<file path="config.mk">
export PLATFORM = sky130hd
export DESIGN_NAME = door_plant_sim_flat
export DESIGN_NICKNAME = d
export VERILOG_FILES = /design/src/rtl/door_plant_sim_pkg.sv /design/src/rtl/door_plant_sim_if.sv /design/src/rtl/door_plant_sim_debounce.sv /design/src/rtl/door_plant_sim.sv /design/src/flat_wrapper.sv
export SDC_FILE = /design/constraint.sdc
export NUM_CORES = 1
export LEC_CHECK = 0
export ABC_CLOCK_PERIOD_IN_PS = 2600
export BUFFER_PORTS_ARGS = -buffer_cell sky130_fd_sc_hd__buf_2
export CAP_MARGIN = 40
export CORE_MARGIN = 4
export CORE_UTILIZATION = 30
export DETAILED_ROUTE_END_ITERATION = 10
export PLACE_DENSITY = 0.48
export SETUP_SLACK_MARGIN = 0.02
export SYNTH_ARGS = -nofsm -noshare
export SYNTH_HDL_FRONTEND = slang
export SYNTH_HIERARCHICAL = 1
export SYNTH_SLANG_ARGS = --single-unit
</file>
<file path="constraint.sdc">
create_clock -name clk -period 2.6 [get_ports clk]
set_input_delay 0.13 -clock clk [delete_from_list [all_inputs] [get_ports clk]]
set_output_delay 0.13 -clock clk [all_outputs]
set_load 0.02 [all_outputs]
</file>
<file path="src/rtl/door_plant_sim_pkg.sv">
// Shared types and constants for the gate plant model: state encoding,
// direction values and the state-classification helper.
package door_pkg;

  localparam int POS_W = 4;

  localparam logic SENTIDO_ABRIR  = 1'b0;
  localparam logic SENTIDO_FECHAR = 1'b1;

  typedef enum logic [2:0] {
    FECHADO  = 3'b000,
    ABRINDO  = 3'b001,
    ABERTO   = 3'b010,
    FECHANDO = 3'b011,
    PARADO   = 3'b100
  } estado_t;

  // Moving states take priority; at rest the position alone decides.
  function automatic estado_t estado_de(input logic [POS_W-1:0] pos,
                                        input logic [POS_W-1:0] pos_max,
                                        input logic             motor,
                                        input logic             sentido);
    estado_t e;
    if (motor && (sentido == SENTIDO_ABRIR) && (pos < pos_max)) begin
      e = ABRINDO;
    end else if (motor && (sentido == SENTIDO_FECHAR) && (pos != {POS_W{1'b0}})) begin
      e = FECHANDO;
    end else if (pos == {POS_W{1'b0}}) begin
      e = FECHADO;
    end else if (pos == pos_max) begin
      e = ABERTO;
    end else begin
      e = PARADO;
    end
    return e;
  endfunction

endpackage

</file>
<file path="src/rtl/door_plant_sim_if.sv">
// Signal bundle between the gate controller (master) and the plant model (slave).
interface door_plant_sim_if;
  import door_pkg::*;

  logic             botao_raw;
  logic             motor;
  logic             sentido;
  logic             botao;
  logic             botao_pulso;
  logic             aberto;
  logic             fechado;
  logic [POS_W-1:0] posicao;
  estado_t          estado;
  logic             falha;

  modport master (
    output botao_raw, motor, sentido,
    input  botao, botao_pulso, aberto, fechado, posicao, estado, falha
  );

  modport slave (
    input  botao_raw, motor, sentido,
    output botao, botao_pulso, aberto, fechado, posicao, estado, falha
  );

endinterface

</file>
<file path="src/rtl/door_plant_sim_debounce.sv">
// Push-button conditioner: two-flop synchronizer, stability counter and
// rising-edge pulse. Reusable for any board key.
module debounce_botao #(
  parameter int DEBOUNCE_CYCLES = 1_000_000
) (
  input  logic clk,
  input  logic rst_n,
  input  logic i_raw,
  output logic o_nivel,
  output logic o_pulso
);

  localparam int CNT_W = (DEBOUNCE_CYCLES > 1) ? $clog2(DEBOUNCE_CYCLES) : 1;
  localparam logic [CNT_W-1:0] CNT_LAST = CNT_W'(DEBOUNCE_CYCLES - 1);

  logic             r_sync1;
  logic             r_sync2;
  logic             r_nivel;
  logic             r_pulso;
  logic [CNT_W-1:0] r_cnt;
  logic             w_diff;
  logic             w_fim;

  assign w_diff = r_sync2 ^ r_nivel;
  assign w_fim  = w_diff && (r_cnt == CNT_LAST);

  // Any sample equal to the clean level restarts the stability window.
  always_ff @(posedge clk) begin
    if (!rst_n) begin
      r_sync1 <= 1'b0;
      r_sync2 <= 1'b0;
      r_nivel <= 1'b0;
      r_pulso <= 1'b0;
      r_cnt   <= '0;
    end else begin
      r_sync1 <= i_raw;
      r_sync2 <= r_sync1;
      if (!w_diff || w_fim) begin
        r_cnt <= '0;
      end else begin
        r_cnt <= r_cnt + CNT_W'(1);
      end
      if (w_fim) begin
        r_nivel <= r_sync2;
      end else begin
        r_nivel <= r_nivel;
      end
      r_pulso <= w_fim && r_sync2;
    end
  end

  assign o_nivel = r_nivel;
  assign o_pulso = r_pulso;

endmodule

</file>
<file path="src/rtl/door_plant_sim.sv">
// Gate plant model: debounced button plus a stepped position model driven by
// the controller's motor/sentido, with end stops, stall fault and state.
module door_plant_sim
  import door_pkg::*;
#(
  parameter int DEBOUNCE_CYCLES = 1_000_000,
  parameter int STEP_CYCLES     = 25_000_000,
  parameter int TRAVEL_STEPS    = 10
) (
  input  logic             clk,
  input  logic             rst_n,
  door_plant_sim_if.slave  bus
);

  localparam int STEP_W = (STEP_CYCLES > 1) ? $clog2(STEP_CYCLES) : 1;
  localparam logic [STEP_W-1:0] STEP_LAST = STEP_W'(STEP_CYCLES - 1);
  localparam logic [POS_W-1:0]  POS_MAX   = POS_W'(TRAVEL_STEPS);

  logic [STEP_W-1:0] r_timer, w_timer_nxt;
  logic [STEP_W-1:0] r_stall, w_stall_nxt;
  logic [POS_W-1:0]  r_posicao, w_pos_nxt;
  logic              r_sentido_prev, r_aberto, r_fechado, r_falha, w_falha_nxt;
  estado_t           r_estado, w_estado_nxt;
  logic              w_no_fim, w_bloqueado, w_reverte;

  debounce_botao #(.DEBOUNCE_CYCLES(DEBOUNCE_CYCLES)) u_debounce (
    .clk     (clk),
    .rst_n   (rst_n),
    .i_raw   (bus.botao_raw),
    .o_nivel (bus.botao),
    .o_pulso (bus.botao_pulso)
  );

  assign w_no_fim    = (bus.sentido == SENTIDO_ABRIR) ? (r_posicao == POS_MAX)
                                                      : (r_posicao == '0);
  assign w_bloqueado = bus.motor && w_no_fim;
  assign w_reverte   = bus.sentido != r_sentido_prev;

  // Step timer; never stepping while at the end stop keeps posicao saturated.
  always_comb begin
    w_timer_nxt = r_timer;
    w_pos_nxt   = r_posicao;
    if (!bus.motor || w_reverte || w_no_fim) begin
      w_timer_nxt = '0;
    end else if (r_timer == STEP_LAST) begin
      w_timer_nxt = '0;
      if (bus.sentido == SENTIDO_ABRIR) begin
        w_pos_nxt = r_posicao + POS_W'(1);
      end else begin
        w_pos_nxt = r_posicao - POS_W'(1);
      end
    end else begin
      w_timer_nxt = r_timer + STEP_W'(1);
    end
  end

  // Stall detection: driving into the stop already reached.
  always_comb begin
    w_stall_nxt = '0;
    w_falha_nxt = r_falha;
    if (w_bloqueado) begin
      if (r_stall == STEP_LAST) begin
        w_falha_nxt = 1'b1;
      end else begin
        w_stall_nxt = r_stall + STEP_W'(1);
      end
    end else begin
      w_stall_nxt = '0;
    end
  end

  // Next plant state from the post-edge position and current command.
  always_comb begin
    w_estado_nxt = FECHADO;
    case (r_estado)
      FECHADO, ABRINDO, ABERTO, FECHANDO, PARADO:
        w_estado_nxt = estado_de(w_pos_nxt, POS_MAX, bus.motor, bus.sentido);
      default:
        w_estado_nxt = FECHADO;
    endcase
  end

  // Plant state register.
  always_ff @(posedge clk) begin
    if (!rst_n) begin
      r_estado <= FECHADO;
    end else begin
      r_estado <= w_estado_nxt;
    end
  end

  // Position, end stops, timers and fault; end stops follow posicao same edge.
  always_ff @(posedge clk) begin
    if (!rst_n) begin
      r_timer        <= '0;
      r_stall        <= '0;
      r_posicao      <= '0;
      r_sentido_prev <= 1'b0;
      r_aberto       <= 1'b0;
      r_fechado      <= 1'b1;
      r_falha        <= 1'b0;
    end else begin
      r_timer        <= w_timer_nxt;
      r_stall        <= w_stall_nxt;
      r_posicao      <= w_pos_nxt;
      r_sentido_prev <= bus.sentido;
      r_aberto       <= (w_pos_nxt == POS_MAX);
      r_fechado      <= (w_pos_nxt == '0);
      r_falha        <= w_falha_nxt;
    end
  end

  assign bus.posicao = r_posicao;
  assign bus.aberto  = r_aberto;
  assign bus.fechado = r_fechado;
  assign bus.estado  = r_estado;
  assign bus.falha   = r_falha;

endmodule

</file>
<file path="src/flat_wrapper.sv">
// flat-port wrapper written by rule: the top's interface ports become plain ports
module door_plant_sim_flat import door_pkg::*;
#(
  parameter int DEBOUNCE_CYCLES = 1_000_000,
  parameter int STEP_CYCLES     = 25_000_000,
  parameter int TRAVEL_STEPS    = 10
)
  (clk, rst_n, bus_botao_raw, bus_motor, bus_sentido, bus_botao, bus_botao_pulso, bus_aberto, bus_fechado, bus_posicao, bus_estado, bus_falha);
  door_plant_sim_if bus_i ();
  input  logic clk;
  input  logic rst_n;
  input wire logic [$bits(bus_i.botao_raw)-1:0] bus_botao_raw;
  input wire logic [$bits(bus_i.motor)-1:0] bus_motor;
  input wire logic [$bits(bus_i.sentido)-1:0] bus_sentido;
  output wire logic [$bits(bus_i.botao)-1:0] bus_botao;
  output wire logic [$bits(bus_i.botao_pulso)-1:0] bus_botao_pulso;
  output wire logic [$bits(bus_i.aberto)-1:0] bus_aberto;
  output wire logic [$bits(bus_i.fechado)-1:0] bus_fechado;
  output wire logic [$bits(bus_i.posicao)-1:0] bus_posicao;
  output wire logic [$bits(bus_i.estado)-1:0] bus_estado;
  output wire logic [$bits(bus_i.falha)-1:0] bus_falha;
  assign bus_i.botao_raw = bus_botao_raw;
  assign bus_i.motor = bus_motor;
  assign bus_i.sentido = bus_sentido;
  assign bus_botao = bus_i.botao;
  assign bus_botao_pulso = bus_i.botao_pulso;
  assign bus_aberto = bus_i.aberto;
  assign bus_fechado = bus_i.fechado;
  assign bus_posicao = bus_i.posicao;
  assign bus_estado = bus_i.estado;
  assign bus_falha = bus_i.falha;
  door_plant_sim #(.DEBOUNCE_CYCLES(DEBOUNCE_CYCLES), .STEP_CYCLES(STEP_CYCLES), .TRAVEL_STEPS(TRAVEL_STEPS)) u_core (.clk(clk), .rst_n(rst_n), .bus(bus_i));
endmodule
</file>
==> flow_metrics.env <==
export IMPL_routedWlPerCell_um=11.6
export IMPL_tightest_slew_ns=0.870
export IMPL_antenna_found_initial=0
export IMPL_synth_fa_ha_area_share_pct=2.11
export IMPL_synth_simple_area_share_pct=31.4
export IMPL_status="finished clean"
export IMPL_postSynthAreaPerCell_sq_um=8.91
export IMPL_drc=0
export IMPL_synth_seq_cells=85
export IMPL_fin_area_sq_um=4570
export IMPL_synth_compound_area_share_pct=5.65
export IMPL_cts_buffers=9
export IMPL_netlist_instances=440
export IMPL_tritoncts="yes"
export IMPL_p_leak_nw=1.53
export IMPL_routed_wl_mm=7.41
export IMPL_r2r_slack_ns=0.26
export IMPL_dieArea_sq_um=15000
export IMPL_grt_pass1_wl_mm=13.4
export IMPL_synth_ff_type="dfxtp_1"
export IMPL_num_rows=41
export IMPL_drive_above_1_share_pct=11.2
export IMPL_finalSetupViolations=0
export IMPL_die_w_um=122
export IMPL_synth_top_area_share_pct=43.4
export IMPL_drv_slew=0
export IMPL_synthXorXnorAreaFrac_pct=14.1
export IMPL_start_util_pct=30.8
export IMPL_io_pins=17
export IMPL_final_util_pct=35.9
export IMPL_grt_overflow=0
export IMPL_grt_max_degree=26
export IMPL_hold_path_depth=2
export IMPL_fp_coreArea_sq_um=12700
export IMPL_synth_area_mux_share_pct=0.543
export IMPL_async_reset_ff_share_pct=0
export IMPL_clockBufferDepth=2
export IMPL_grt_pass1_vias=2939
export IMPL_r2r_end="u_core/bus.estado[2]"
export IMPL_startpoint="u_core/r_timer[0]"
export IMPL_hp_start="rst_n"
export IMPL_yosysTopAreaCell="dfxtp_1"
export IMPL_vias=2989
export IMPL_instances_no_fill=638
export IMPL_worstPathArrival_ns=2.59
export IMPL_min_delay_path_class="input port to flop"
export IMPL_fin_nets=473
export IMPL_clock_root_buffer="clkbuf_16"
export IMPL_r2r_cells=8
export IMPL_path_clk_slew_ns=0.06
export IMPL_finClkSkew_ns=0.00742
export IMPL_diodes=0
export IMPL_netlist_area_sq_um=3920
export IMPL_slew_limit_headroom_pct=42.0
export IMPL_r2r_start="u_core/r_timer[0]"
export IMPL_fin_tns_setup_ns=0
export IMPL_drtIter0Drc=98
export IMPL_total_power_mw=2.91
export IMPL_dieHeight_um=122
export IMPL_final_antenna_net_count=0
export IMPL_grt_usage_pct=10.9
export IMPL_syn_nets=451
export IMPL_dpl_cell_area_sq_um=4180
export IMPL_clock_sinks=85
export IMPL_synth_edf_count=0
export IMPL_power_density_nw_per_um2=636
export IMPL_end_kind="flop"
export IMPL_dp_hpwl_mm=5.17
export IMPL_path_max_fanout=13
export IMPL_critPathKind="flop to flop"
export IMPL_finalCritPeriodShare_pct=90.0
export IMPL_io_buffers=16
export IMPL_crit_required_ns=2.85
export IMPL_htreeDepth=3
export IMPL_firstDrtPassIters=4
export IMPL_min_to="u_core/bus.fechado"
export IMPL_synth_area_leaders="dfxtp_1, xor2_1, nor2_1, xnor2_1, nand3_1"
export IMPL_via_per_inst=4.68
export IMPL_max_cap_violations=0
export IMPL_ys_types=53
export IMPL_clk_latency_ns=0.33
export IMPL_fmax_mhz=427
export IMPL_period_minus_slack_ns=2.34
export IMPL_yosys_warnings=6
export IMPL_synth_top_family_by_area="simple AND/OR/NAND/NOR gates"
export IMPL_area_delta_synth_final_pct=16.6
export IMPL_timing_hold_violations_final=0
export IMPL_place_congestion=0.785
export IMPL_ir_worst_vdd_mv=0.380
export IMPL_start_kind="flop"
export IMPL_yosysSeqAreaShare_pct=43.4
export IMPL_dp_cells=621
export IMPL_rsz0062_at_grt="false"
cell usage after synthesis (4+ instances only):
cell	n
or3_1	4
and3_1	15
inv_1	12
xor2_1	36
o21ai_0	8
and2_1	8
nand2_1	27
dfxtp_1	85
nand4b_1	4
nor3_1	11
nor2_1	80
nand4_1	13
a21oi_1	8
xnor2_1	27
nand3_1	31
nor4_1	6
and4_1	5
clkbuf_1	7
ha_1	5
worst max-delay path by stage:
stage                                 endpoint  slack [ns]  cells past startpoint
after floorplan           u_core/bus.estado[2]        0.37                      7
after global placement    u_core/bus.estado[2]        0.24                      8
after detailed placement  u_core/bus.estado[0]        0.19                      8
after CTS                 u_core/bus.estado[0]        0.18                      8
after global routing      u_core/bus.estado[2]        0.05                      8
final                     u_core/bus.estado[2]        0.26                      8
report_power, final:
group          switching, mW  internal, mW
clock network          0.490          1.06
registers            0.00272          1.31
logic                 0.0334        0.0173
total                  0.526          2.38
worst max-delay path, cell delays in order (launching register included):
cell     delay (ns)
dfxtp_1        0.36
ha_1           0.21
and4_2         0.29
nand4_1        0.20
nor4b_4        0.37
buf_6          0.19
nor3_2         0.04
o31a_1         0.35
nor4_2         0.23
layout make-up:
class	instances	area (sq um)
clock inverters	4	120
fillers	1361	8150
repair buffers	22	131
clock buffers	11	243
multi-input cells	332	2120
flip-flops and latches	85	1700
well taps	172	215
inverters	12	45.0
sequential cells by signal, indices dropped and copies added (netlist names):
signal and count:
u_core/u_debounce/r_sync2 1, u_core/r_sentido_prev 1, u_core/r_stall 25, u_core/r_timer 25
u_core/bus.fechado 1, u_core/bus.estado 3, u_core/bus.falha 1, u_core/bus.aberto 1
u_core/u_debounce/r_cnt 20, u_core/u_debounce/o_nivel 1, u_core/u_debounce/r_sync1 1, u_core/u_debounce/o_pulso 1
u_core/bus.posicao 4
per-stage QoR:
| step | hold WS (ns) | setup WS [ns] |
|---|---|---|
| after CTS | 0.0937 | 0.179 |
| after floorplan | 0.203 | 0.367 |
| after global routing | 0.142 | 0.0479 |
| after global placement | 0.339 | 0.243 |
| final | 0.115 | 0.261 |
| after detailed placement | 0.341 | 0.187 |
cells in the final DEF, fill, tap and decap left out, drive strengths merged, types with 2 or more instances in the layout:
cell type / count
nor4b: 3
xnor2: 27
o21ai: 8
buf: 21
nand4: 13
o31a: 2
o41ai: 2
nand2: 27
and4: 8
clkbuf: 11
nand3b: 2
nor2: 80
nor2b: 2
nor4: 7
and3: 15
ha: 5
and2: 10
or4: 2
xor2: 36
a21oi: 8
or3: 4
dfxtp: 85
nand3: 32
bufinv: 4
o2bb2ai: 2
nor3: 12
and4b: 2
inv: 12
o211a: 2
nand4b: 4
nor3b: 2
o31ai: 2
metal layers:
layer,track usage (%),vias up,wire (um),part of all wire (%)
met3,3.13,9,217,2.9
met2,16.7,28,3280,44
met1,14.4,1382,3790,51
li1,-,1570,-,-
met5,0,-,0,0
met4,4.55,0,125,1.7
cell families after synthesis:
| group | count (synthesis) |
|---|---|
| and+or+nand+nor | 230 |
| DFF | 85 |
| AOI/OAI and AO/OA | 31 |
| adders and majority gates | 6 |
| muxes | 2 |
| buffers and inverters | 23 |
| xor gates and xnor gates | 63 |
repair_timing:
item                       4_1_cts  5_1_grt
hold endpoints to repair         1        0
setup buffers                    0        1
gates resized for setup          0        3
hold buffers                     1        0
setup endpoints to repair        0        4
(Power assumes the default switching activity.)
